==> config.mk <==
export PLATFORM = sky130hd
export DESIGN_NAME = alu_issue
export DESIGN_NICKNAME = d
export VERILOG_FILES = /design/src/rtl/alu_issue.sv
export SDC_FILE = /design/constraint.sdc
export NUM_CORES = 1
export LEC_CHECK = 0
export CAP_MARGIN = 20
export CORE_UTILIZATION = 45
export DETAILED_ROUTE_END_ITERATION = 16
export GPL_TIMING_DRIVEN = 0
export PLACE_DENSITY_LB_ADDON = 0.2
export SLEW_MARGIN = 20
export SYNTH_ARGS = -nofsm -noshare
export SYNTH_HDL_FRONTEND = slang
export SYNTH_SLANG_ARGS = --single-unit
==> constraint.sdc <==
create_clock -name clk -period 5.7 [get_ports clk]
set_input_delay 1.14 -clock clk [delete_from_list [all_inputs] [get_ports clk]]
set_output_delay 1.14 -clock clk [all_outputs]
set_load 0.01 [all_outputs]
==> src/rtl/alu_issue.sv <==
// rtl/alu_issue.sv - command FIFO, issue stage and response register in front of the combinational alu
//
// Ports:
//   clk, rst_n                      clock, asynchronous active-low reset
//   cmd_valid/cmd_ready             command handshake
//   cmd_op, cmd_a, cmd_b, cmd_acc   command fields; cmd_acc selects acc as operand A at issue
//   alu_op, alu_a, alu_b            drive the external alu from the FIFO head (0 when empty)
//   alu_result, alu_carry           combinational alu outputs, captured on issue
//   rsp_valid/rsp_ready             response handshake
//   rsp_result, rsp_carry,
//   rsp_zero, rsp_neg               registered response data and flags
//   acc                             result of the most recently issued command
//   count                           FIFO occupancy, 0..DEPTH

module alu_issue #(
    parameter int DEPTH = 4,
    localparam int AW = $clog2(DEPTH)
) (
    input  logic          clk,
    input  logic          rst_n,
    input  logic          cmd_valid,
    output logic          cmd_ready,
    input  logic [2:0]    cmd_op,
    input  logic [7:0]    cmd_a,
    input  logic [7:0]    cmd_b,
    input  logic          cmd_acc,
    output logic [2:0]    alu_op,
    output logic [7:0]    alu_a,
    output logic [7:0]    alu_b,
    input  logic [7:0]    alu_result,
    input  logic          alu_carry,
    output logic          rsp_valid,
    input  logic          rsp_ready,
    output logic [7:0]    rsp_result,
    output logic          rsp_carry,
    output logic          rsp_zero,
    output logic          rsp_neg,
    output logic [7:0]    acc,
    output logic [AW:0]   count
);

    localparam logic [AW:0]   FULL_COUNT = (AW + 1)'(DEPTH);
    localparam logic [AW:0]   ONE_COUNT  = (AW + 1)'(1);
    localparam logic [AW-1:0] ONE_PTR    = AW'(1);

    // entry layout: {acc_sel, op[2:0], a[7:0], b[7:0]}
    typedef struct packed {
        logic       acc_sel;
        logic [2:0] op;
        logic [7:0] a;
        logic [7:0] b;
    } cmd_entry_t;

    cmd_entry_t    mem [DEPTH];
    logic [AW-1:0] wr_ptr;
    logic [AW-1:0] rd_ptr;
    cmd_entry_t    head;
    logic          push;
    logic          issue;
    logic          not_empty;

    // cmd_ready looks only at stored occupancy, so a full FIFO refuses a
    // command even in a cycle where the head is being issued.
    assign cmd_ready = (count < FULL_COUNT);
    assign not_empty = (count != '0);
    assign push      = cmd_valid && cmd_ready;
    assign issue     = not_empty && (!rsp_valid || rsp_ready);
    assign head      = mem[rd_ptr];

    always_comb begin
        alu_op = 3'd0;
        alu_a  = 8'd0;
        alu_b  = 8'd0;
        if (not_empty) begin
            alu_op = head.op;
            alu_b  = head.b;
            alu_a  = head.acc_sel ? acc : head.a;
        end
    end

    // FIFO storage and pointers
    always_ff @(posedge clk or negedge rst_n) begin
        if (!rst_n) begin
            for (int i = 0; i < DEPTH; i++) begin
                mem[i] <= '0;
            end
            wr_ptr <= '0;
            rd_ptr <= '0;
            count  <= '0;
        end else begin
            if (push) begin
                mem[wr_ptr] <= '{acc_sel: cmd_acc, op: cmd_op, a: cmd_a, b: cmd_b};
                wr_ptr      <= wr_ptr + ONE_PTR;
            end
            if (issue) begin
                rd_ptr <= rd_ptr + ONE_PTR;
            end
            case ({push, issue})
                2'b10:   count <= count + ONE_COUNT;
                2'b01:   count <= count - ONE_COUNT;
                default: count <= count;
            endcase
        end
    end

    // Response register and accumulator. acc loads on the issue edge itself
    // so a following cmd_acc command sees it with no bubble.
    always_ff @(posedge clk or negedge rst_n) begin
        if (!rst_n) begin
            rsp_valid  <= 1'b0;
            rsp_result <= 8'd0;
            rsp_carry  <= 1'b0;
            rsp_zero   <= 1'b0;
            rsp_neg    <= 1'b0;
            acc        <= 8'd0;
        end else if (issue) begin
            rsp_valid  <= 1'b1;
            rsp_result <= alu_result;
            rsp_carry  <= alu_carry;
            rsp_zero   <= (alu_result == 8'd0);
            rsp_neg    <= alu_result[7];
            acc        <= alu_result;
        end else if (rsp_valid && rsp_ready) begin
            rsp_valid <= 1'b0;
        end
    end

endmodule

* Word-level counts from Yosys, hierarchy flattened
Index checks and enable logic that the tools add are counted.
Word-level totals: flip-flop bits (word level) 99, input bits 33, output and inout bits 43, word-level logic and storage cells 59
Cells by class: add/sub/neg operators 4, magnitude comparators 4, equal/unequal tests 2, multiplexer cells 13, bitwise gates (word level) 2, reduce and logical (&&, ||, !) cells 10
Operators by type and width (number):
- $bwmux 80 | 1
- $mux 20 | 3
- $bmux 20 s2 | 1
- $demux 20 s2 | 1
- $mux 8 | 3
- $logic_not 8->1 | 1
- $ge 3x3->1 const B | 2
- $not 2->3 | 2
- $pmux 3 s2 | 1
- $add 2x1->2 const B | 2
- $logic_and 1x1->1 | 4
- $reduce_bool 2->1 | 2
- $add 3x1->3 const B | 1
- $lt 3x1->1 const B | 1
- $lt 3x3->1 const B | 1
- $mux 3 | 1
- $reduce_bool 3->1 | 1
- $sub 3x1->3 const B | 1
- $eq 2x1->1 const B | 1
- $eq 2x2->1 const B | 1
- $mux 1 | 2
- $logic_not 1->1 | 1
- $logic_or 1x1->1 | 1

* Depth between registers and ports, before layout
Gate-level depths: netlist of run 1.
depth after elaboration 6, depth in mapped cells 9, mapped depth without buffers 8

* Worst setup path after synthesis of run 1
OpenSTA, ideal clock, no wires.
path type input to register, start input port rsp_ready, end register count[2], library setup time 80 ps, arrival time 2671 ps, data required time 5620 ps, slack 2949 ps, stages 9, path buffers 1, cell sequence nand2b_1 > nor2b_1 > buf_2 > ha_1 > inv_1 > fa_1 > xor2_1 > nor2_1 > xnor2_1
Between the ends: word-level cells in the longest chain between the ends 4, elaborated cells between the ends (all ways) 6, classes of those cells eq/ne: 2; mux: 1; reduce/logical: 3
RTL lines:
- from (decl) | line 33 | input logic rsp_ready,
- $logic_or 1x1->1 * | line 67 | assign issue = not_empty && (!rsp_valid || rsp_ready);
- $logic_and 1x1->1 * | line 67
- via issue | line 59 | logic issue;
- $eq 2x1->1 or $eq 2x2->1 (tied branches) | line 98 | case ({push, issue})
- $pmux 3 s2 or $reduce_bool 2->1 (tied branches)
- to (signal assigned) | line 99 | 2'b10: count <= count + ONE_COUNT;
- to (signal assigned) | line 100 | 2'b01: count <= count - ONE_COUNT;
- to (signal assigned) | line 101 | default: count <= count;
- to (decl) | line 39 | output logic [AW:0] count
Mark *: on every way through the listed nets, which the timed path passes. The rest lies on a longest branch. A chain may end at the register's enable or synchronous reset.

* Worst setup path after layout of run 1
start register rd_ptr[1], end output port alu_a[0]
Between the ends: word-level cells in the longest chain between the ends 6
RTL lines:
- from (decl) | line 56 | logic [AW-1:0] rd_ptr;
- from (signal assigned) | line 96 | rd_ptr <= rd_ptr + ONE_PTR;
- $not 2->3 (not written as such) | line 68 | assign head = mem[rd_ptr];
- $bmux 20 s2 | line 68
- $mux 20 (not written as such) (2 in a row) | line 68
- $mux 8 | line 77 | alu_a = head.acc_sel ? acc : head.a;
- $mux 8 | line 74 | if (not_empty) begin
- to (decl) | line 28 | output logic [7:0] alu_a,
Every way passes these cells. The select of a mux whose other input is x is not followed.

==> results of run 1 <==
==> worst max path at each step <==
| stage | from | to | slack (ps) | cells past startpoint |
|---|---|---|---|---|
| 2_1_floorplan | rsp_ready | count[2] | 2950 | 9 |
| 3_3_place_gp | rst_n | mem[10] | -260 | 1 |
| 3_5_place_dp | rsp_ready | count[2] | 2240 | 10 |
| 4_1_cts | rd_ptr[1] | alu_a[0] | 2070 | 5 |
| 5_1_grt | rd_ptr[1] | alu_a[0] | 1960 | 5 |
| 6_report | rd_ptr[1] | alu_a[0] | 2100 | 5 |
==> registers in the layout, indices dropped and copies added, names as in the netlist <==
name / flops
rsp_carry: 1
rsp_valid: 1
rd_ptr: 2
mem: 80
rsp_zero: 1
acc: 7
rsp_neg: 1
count: 3
wr_ptr: 2
==> where the power goes <==
group | internal, mW | leakage (nW) | switching, mW | total, mW
clock | 0.236 | 0.106 | 0.226 | 0.463
combinational | 1.09 | 1.16 | 0.665 | 1.75
sequential | 1.04 | 1.17 | 0.184 | 1.22
total | 2.36 | 2.44 | 1.07 | 3.44
==> metal layers <==
metal / vias to the layer above / share of wire, %
met1: 1385 / 46
met2: 49 / 49
met3: 10 / 4.2
li1: 1226 / -
met4: 0 / 1.4
met5: - / 0
==> area by class of cell <==
| cell class | count | area, um2 | share of cell area, % |
|---|---|---|---|
| plain buffers | 26 | 162.7 | 2.867 |
| flip-flops and latches | 98 | 2452 | 43.22 |
| multi-input cells | 166 | 1879 | 33.12 |
| clock inverters | 2 | 35.03 | 0.6174 |
| clock buffers | 13 | 168.9 | 2.977 |
| repair buffers | 76 | 779.5 | 13.74 |
| inverters | 8 | 30.03 | 0.5292 |
| well taps | 133 | 166.4 | 2.933 |
==> kinds of logic (layout without fill, tap and decap cells) <==
kind of cell,after synthesis,after routing,share of synthesized area (%)
compound gates,1,1,0.1105
mux,119,119,34.49
fa+ha+maj,6,6,1.825
buf+inv,34,125,4.259
xor+xnor,6,6,1.162
simple gates,34,34,3.955
flops,98,98,54.20
==> cell usage in the layout, fill, tap and decap left out <==
cell type,instances
sky130_fd_sc_hd__buf_2,10
sky130_fd_sc_hd__ha_1,5
sky130_fd_sc_hd__nor2_1,9
sky130_fd_sc_hd__mux2_2,89
sky130_fd_sc_hd__mux2i_1,10
sky130_fd_sc_hd__nor3_2,1
sky130_fd_sc_hd__and3b_1,1
sky130_fd_sc_hd__buf_4,10
sky130_fd_sc_hd__xnor2_1,3
sky130_fd_sc_hd__clkbuf_1,5
sky130_fd_sc_hd__nor4_1,2
sky130_fd_sc_hd__mux4_2,18
sky130_fd_sc_hd__clkdlybuf4s50_1,74
sky130_fd_sc_hd__clkbuf_8,12
sky130_fd_sc_hd__o21ai_0,1
sky130_fd_sc_hd__nor2b_1,13
sky130_fd_sc_hd__mux4_1,2
sky130_fd_sc_hd__inv_1,8
sky130_fd_sc_hd__nand2_1,7
sky130_fd_sc_hd__clkinv_2,1
sky130_fd_sc_hd__nand2b_1,1
sky130_fd_sc_hd__fa_1,1
sky130_fd_sc_hd__bufinv_16,1
sky130_fd_sc_hd__buf_16,1
sky130_fd_sc_hd__dfrtp_1,98
sky130_fd_sc_hd__buf_6,3
sky130_fd_sc_hd__xor2_1,3
==> metrics by stage <==
step | total power, mW | worst slack, ps | setup TNS [ps]
after floorplan | 2.297 | 2949 | 0
after global placement | 2.958 | -261.0 | -25120
after detailed placement | 3.011 | 2244 | 0
after CTS | 3.480 | 2068 | 0
after global routing | 3.669 | 1958 | 0
final | 3.437 | 2098 | 0
==> summary by stage, run 1 <==
Place
After detailed placement, the total cell area comes to around 5500 um2. Detailed placement finished with a half-perimeter wire length of 6.135 mm. Counting tap cells, the placed design contains a total of a little over 500 instances. Input and output buffers added on the ports amount to between 70 and 80. The congestion estimate from routability-driven global placement came to about 0.71.

STA
The worst hold slack across all endpoints is slightly above 500 ps. Setup repair after global routing left no endpoint under its margin. The clock period could shrink to 3602 ps.

The slew at the pin closest to its max-slew limit is roughly 740 ps. Setup violations remaining at the end of the flow were counted as 0. The peak clock frequency supported by timing is 0.2776 GHz. The hold violation total from the final report is 0.

The final critical-path share of the clock period is 63.20%. In this run the tightest slew margin relative to its limit is 50.44%. For the final database, setup skew stands at ~12 ps. The number of pins with negative max-slew slack in the final report is 0.

Yosys
The number of instances in the synthesized netlist is about 300. By instance count, the leading cell after synthesis is sky130_fd_sc_hd__dfrtp_1. The proportion of synthesized flip-flops having asynchronous set or reset is 100.0%. The post-synthesis cell type with the largest combined area is sky130_fd_sc_hd__dfrtp_1. In this run, synthesis produced a sequential element count of between 90 and 100. The cell area that synthesis handed to floorplanning was 4524 um2. Synthesis produced a netlist with a net count of between 300 and 400. The netlist uses 22 different library cells. In the synthesized netlist, the cells that appear most often are sky130_fd_sc_hd__dfrtp_1 (98), sky130_fd_sc_hd__mux2_2 (89), sky130_fd_sc_hd__mux4_2 (18), sky130_fd_sc_hd__nor2b_1 (13).

The Yosys step of the flow raised 0 warnings. After synthesis, flip-flops and latches occupy around 54% of the total area. In the post-synthesis netlist, the biggest area contributors are sky130_fd_sc_hd__dfrtp_1 (54%), sky130_fd_sc_hd__mux2_2 (22%), sky130_fd_sc_hd__mux4_2 (9.0%).

The average footprint of a synthesized cell is 15.18 um2. The main flop type after synthesis is sky130_fd_sc_hd__dfrtp_1. The fraction of post-synthesis cell area in the top cell type by area is a little over half. The synthesized design contains 0 enable-type register cells.

Setup path
The worst register-to-register path ends at count[2]. The startpoint of the most critical register-to-register path is count[0]. The worst register-to-register path has a setup slack of 3490 ps. Of all nets on the critical path, the largest fanout is 10.

The signal on the critical path passes through clkbuf_1 > mux4_1 > mux2i_1 > nor2_1 > clkdlybuf4s50_1. Counting both buffers and inverters, the worst setup path holds a total of 2. The capturing element type of the critical path is an output pin.

By startpoint and endpoint, the worst setup path is classified as register to output pin. The library cell contributing the largest single delay on the critical path is sky130_fd_sc_hd__clkbuf_1. The critical path data arrival time is 2460 ps. The top cell family by delay on the critical path is buffers and inverters. STA classifies the critical path startpoint as a register. Counting cells, the worst reg-to-reg path comes to 9.

STA puts the critical path data required time at about 4600 ps. The maximum single-stage delay on the critical path is about 560 ps.

Floorplan
The initial utilization of the core area, before any placement, comes to a little under half. The number of ports placed on the die boundary is 76. The floorplan step defined a die boundary enclosing between 10000 and 15000 um2. The region available for standard cell placement spans 9774 um2. The vertical die dimension is a little over 100 um. The horizontal die dimension is a little over 100 um.

Row generation in the floorplan step produced 36 rows.

Hold path
In this run the most critical hold path is launched from mem[27]. The destination of the worst hold path is mem[27]. The worst hold path belongs to the class register to register.

The worst hold path stage count is 1.

Global route
Global routing used 30.41% of the available met2 tracks. Entering global routing, the biggest net connects 53 pins. The global-route usage over all layers is approximately a fifth. The wire length of the first global-routing pass is 14.34 mm. The via count of the first global-routing pass is roughly 2800. The total congestion overflow is 0. Global routing used 3.762% of the available met3 tracks. The number of antenna violations at the first check in global routing was 0.

Global routing consumed, on the met1 layer, between 20 and 25% of the routing resources. The busiest layer in global routing is met2.

Detailed routing
Dividing the detail-routed wire length by the instance count gives ~17 um. The count of TritonRoute iterations in the first routing pass is 4. Detailed routing inserted a total of about 2700 vias. The routed wire length is 8.924 mm.

The final antenna-violating net count is 0. The via count normalized by instance count is 5.115. For this block, the initial DRC count from the detailed router was 62. The residual DRC count is 0.

Clock network
The deepest level of the CTS H-tree is 3. The later pin in the worst-skew pair is clocked with a latency of 360 ps. Counting every sink on the clock net gives 98. The deepest clock path buffer count is 2. Once the clock tree was built, the setup fixing pass inserted 0 buffers. The number of buffers created by CTS is 9. The tree is rooted in a sky130_fd_sc_hd__clkbuf_8.

The clock tree from TritonCTS is done. The total of hold buffers inserted after clock tree synthesis is 0. After clock tree synthesis, the clock-pin slew on the worst setup and hold paths is approximately 90 ps.

Once the clock tree was built, the resizer swapped 0 gates to a different size.

Outcome
The flow ran to the end, and the final reports show no timing, DRC or antenna violations.

Layout
The fraction of final layout cells sized beyond drive strength 1 is a little under two fifths. 0 antenna diodes ended up in the layout. Fill cells in the final layout number 824. The signed area change from the synthesized netlist to the final layout is 25.41%.

The finished layout holds 522 standard cells, fillers aside. The final non-filler cell area is ~5700 um2. Cells fill between 50% and 60% of the core in the end. The number of nets in the layout is between 400 and 500.

Pwr
For this design the ratio of total power to cell area is between 600 and 700 nW/um2. The worst IR drop on VDD is approximately 0.29 mV. The cell leakage power is approximately 2.4 nW.

Job
The max-cap violation count is 0.
(Power assumes the default switching activity.)
==> inputs of run 2 (changes only) <==
Clock period 5.7 ns to 3.6 ns, I/O delays scaled along.
==> results of run 2 <==
The final DEF is identical to that of run 1. Status: finished, final reports clean.
Among the figures that moved: setup slack after placement 2244 ps -> 564.1 ps; setup slack after layout 2098 ps -> 417.8 ps; hold slack 503.7 ps -> 266.3 ps; register-to-register setup slack 3490 ps -> 1390 ps; total power 3.437 mW -> 5.443 mW; worst IR drop on VDD 0.2896 mV -> 0.4586 mV
==> inputs of run 3 (changes only) <==
Settings changed: CAP_MARGIN 20 to default, CORE_MARGIN from default to 3.
==> summary by stage, run 3 (synthesis gave the netlist of run 1 again) <==
Outcome
The flow ran to the end, and the final reports show no timing, DRC or antenna violations.

Pwr
The cell leakage power is around 2.4 nW. The total power density per cell area is about 970 nW/um2. For this design the total switching power over the nets is between 1.5 and 2 mW. Of the total power, registers draw about a third.

Combinational logic is responsible for between 50% and 60% of the overall power. The design internal power is 3.796 mW. The worst IR drop on VDD is around 0.5 mV. The net switching fraction of the power is ~31%. The power share of the clock group is 14.5%.

STA
Hold timing on the final database bottoms out at a slack of between 200 and 250 ps. The post-route clock skew is around 7.3 ps. The number of pins with negative max-slew slack in the final report was 0. The shortest clock period the worst path allows after layout is between 3000 and 4000 ps. At the pin with the least slew margin, the transition time is between 700 and 800 ps. Setup repair after global routing left no endpoint under its margin. Setup violations remaining at the end of the flow were counted as 0. The hold violation total from the final report came to 0.

Headroom to the max-slew limit came out at roughly 50%. Static timing analysis puts the maximum clock frequency at about 0.32 GHz. After layout, the worst path uses about 88% of the clock period.

Clock network
Buffers inserted to repair hold after CTS numbered 0. The cell chosen for the clock root is sky130_fd_sc_hd__clkbuf_8. The H-tree was split into 3 levels.

Buffers added to address setup during post-CTS repair amount to 0. The deepest clock path buffer count is 2. Clock-pin slew was measured on the worst setup and hold paths at approximately 90 ps. Gates resized during post-CTS repair numbered 0.

For this design, the sink count on the clock tree is between 90 and 100. Clock tree synthesis inserted a total of 9 buffers. The clock insertion delay at the later pin of the skew report is between 300 and 400 ps.

TritonCTS built the clock tree.

Layout
The fraction of final layout cells sized beyond drive strength 1 is between 30% and 40%. The top cell types in the final layout, fill and taps aside, are sky130_fd_sc_hd__dfrtp_1 (98), sky130_fd_sc_hd__mux2_2 (89), sky130_fd_sc_hd__clkdlybuf4s50_1 (74), sky130_fd_sc_hd__mux4_2 (18), sky130_fd_sc_hd__nor2b_1 (13). The final core utilization is 59.92%. The largest registers in the layout are mem (80), acc (7), count (3). 0 antenna diodes ended up in the layout. Leaving out fill and tap cells, the most frequent cell in the layout is sky130_fd_sc_hd__dfrtp_1. The signed area change from the synthesized netlist to the final layout is 25.86%. The final non-filler cell area is roughly 5700 um2.

Fill cells in the final layout number roughly 800. The flip-flop count of the largest register, all copies and words added is 80. Ranked by flip-flop count, first place goes to mem. The number of nets in the layout is about 420.

Place
The post-DP HPWL is 6.344 mm. The placed instance area is ~5500 um2. The number of input and output port buffers inserted is 75. Routability-driven placement finished with a final weighted congestion of 0.7350.

Detailed routing
The routed design has 9.004 mm of wire. Using the TritonRoute via totals, the vias-per-cell ratio works out to just over 5. The routed length per placed instance is between 15 and 20 um. The starting DRC count in detailed routing is between 90 and 100. For this block, the via count after detailed routing is 2687. After detailed routing, the number of remaining DRC violations is 0. The final antenna-violating net count is 0. The count of TritonRoute iterations in the first routing pass is 4.

Job
Across the run, the number of max-cap violations was 0.

Floorplan
For this configuration, the core starts out at a cell density of between 40 and 50%. From left edge to right edge, the die measures 106.3 um. The number of ports placed on the die boundary is 76. The floorplan step defined a core boundary enclosing around 9500 um2. The die footprint is between 10000 and 15000 um2. The site row count is 35.

The vertical die dimension is around 110 um.

Setup path
The data required time of the worst path is ~2900 ps. The critical path data arrival time is roughly 2400 ps. The worst setup path is launched from a register. The setup path with the least slack is of type register to output pin.

The capturing element type of the critical path is an output pin. The worst register-to-register path has a depth of 9. Setup slack on the worst reg-to-reg path comes out at 1430 ps. The maximum fanout along the worst path is 10.

Hold path
In this run the worst hold path is classified as primary input to async pin.

Global route
The global-route usage over all layers is between 10% and 20%. The via count of the first global-routing pass was roughly 2800. The number of antenna violations at the first check in global routing is 0.

Summed over all layers, the global routing overflow is 0. The maximum number of pins on one net before global-route repair is between 60 and 70. The first global-routing pass estimated 14.79 mm of wire.
run 3: worst paths after layout:
path,endpoint,start
min in group clk,mem[3],mem[3]
setup / recovery,alu_a[0],rd_ptr[1]
hold reg to reg,mem[3],mem[3]
hold / removal,count[0],rst_n
setup reg to reg,count[2],count[0]
max in group asynchronous,mem[6],rst_n
run 3: power groups by stage:
stage | Sequential (mW) | Combinational [mW] | Clock (mW)
after floorplan | 1.89 | 1.75 | 0
after global placement | 1.93 | 2.76 | 0
after detailed placement | 1.96 | 2.82 | 0
after CTS | 1.94 | 2.83 | 0.820
after global routing | 2.01 | 3.03 | 0.860
final | 1.94 | 2.78 | 0.803
run 3: layout make-up:
cell class,count,area [um2],share of cell area (%)
plain buffers,26,162.7,2.857
clock buffers,12,155.1,2.725
multi-input cells,166,1879,33.00
flip-flops and latches,98,2452,43.07
well taps,129,161.4,2.835
inverters,8,30.03,0.5274
repair buffers,76,779.5,13.69
clock inverters,4,73.82,1.296
run 3: layer usage:
layer  wire (um)  GRT usage (%)  vias up
li1            -              -     1224
met1        4123          23.34     1401
met2        4400          27.47       54
met3         373          3.036        8
met4         107          5.550        0
met5           0              0        -
run 3: through the flow:
stage	std cells	power (mW)	TNS [ps]	setup WS, ps
final	519	5.523	0	447.9
after global routing	519	5.895	0	325.6
after CTS	519	5.594	0	432.0
after detailed placement	503	4.785	0	599.6
after global placement	502	4.689	-183410	-1876
after floorplan	298	3.637	0	1269
run 3: worst max-delay path, cell delays in order, from the launching register on:
cell and delay, ps:
sky130_fd_sc_hd__dfrtp_1 380, sky130_fd_sc_hd__clkbuf_1 550, sky130_fd_sc_hd__mux4_1 430, sky130_fd_sc_hd__mux2i_1 150, sky130_fd_sc_hd__nor2_1 60, sky130_fd_sc_hd__clkdlybuf4s50_1 500
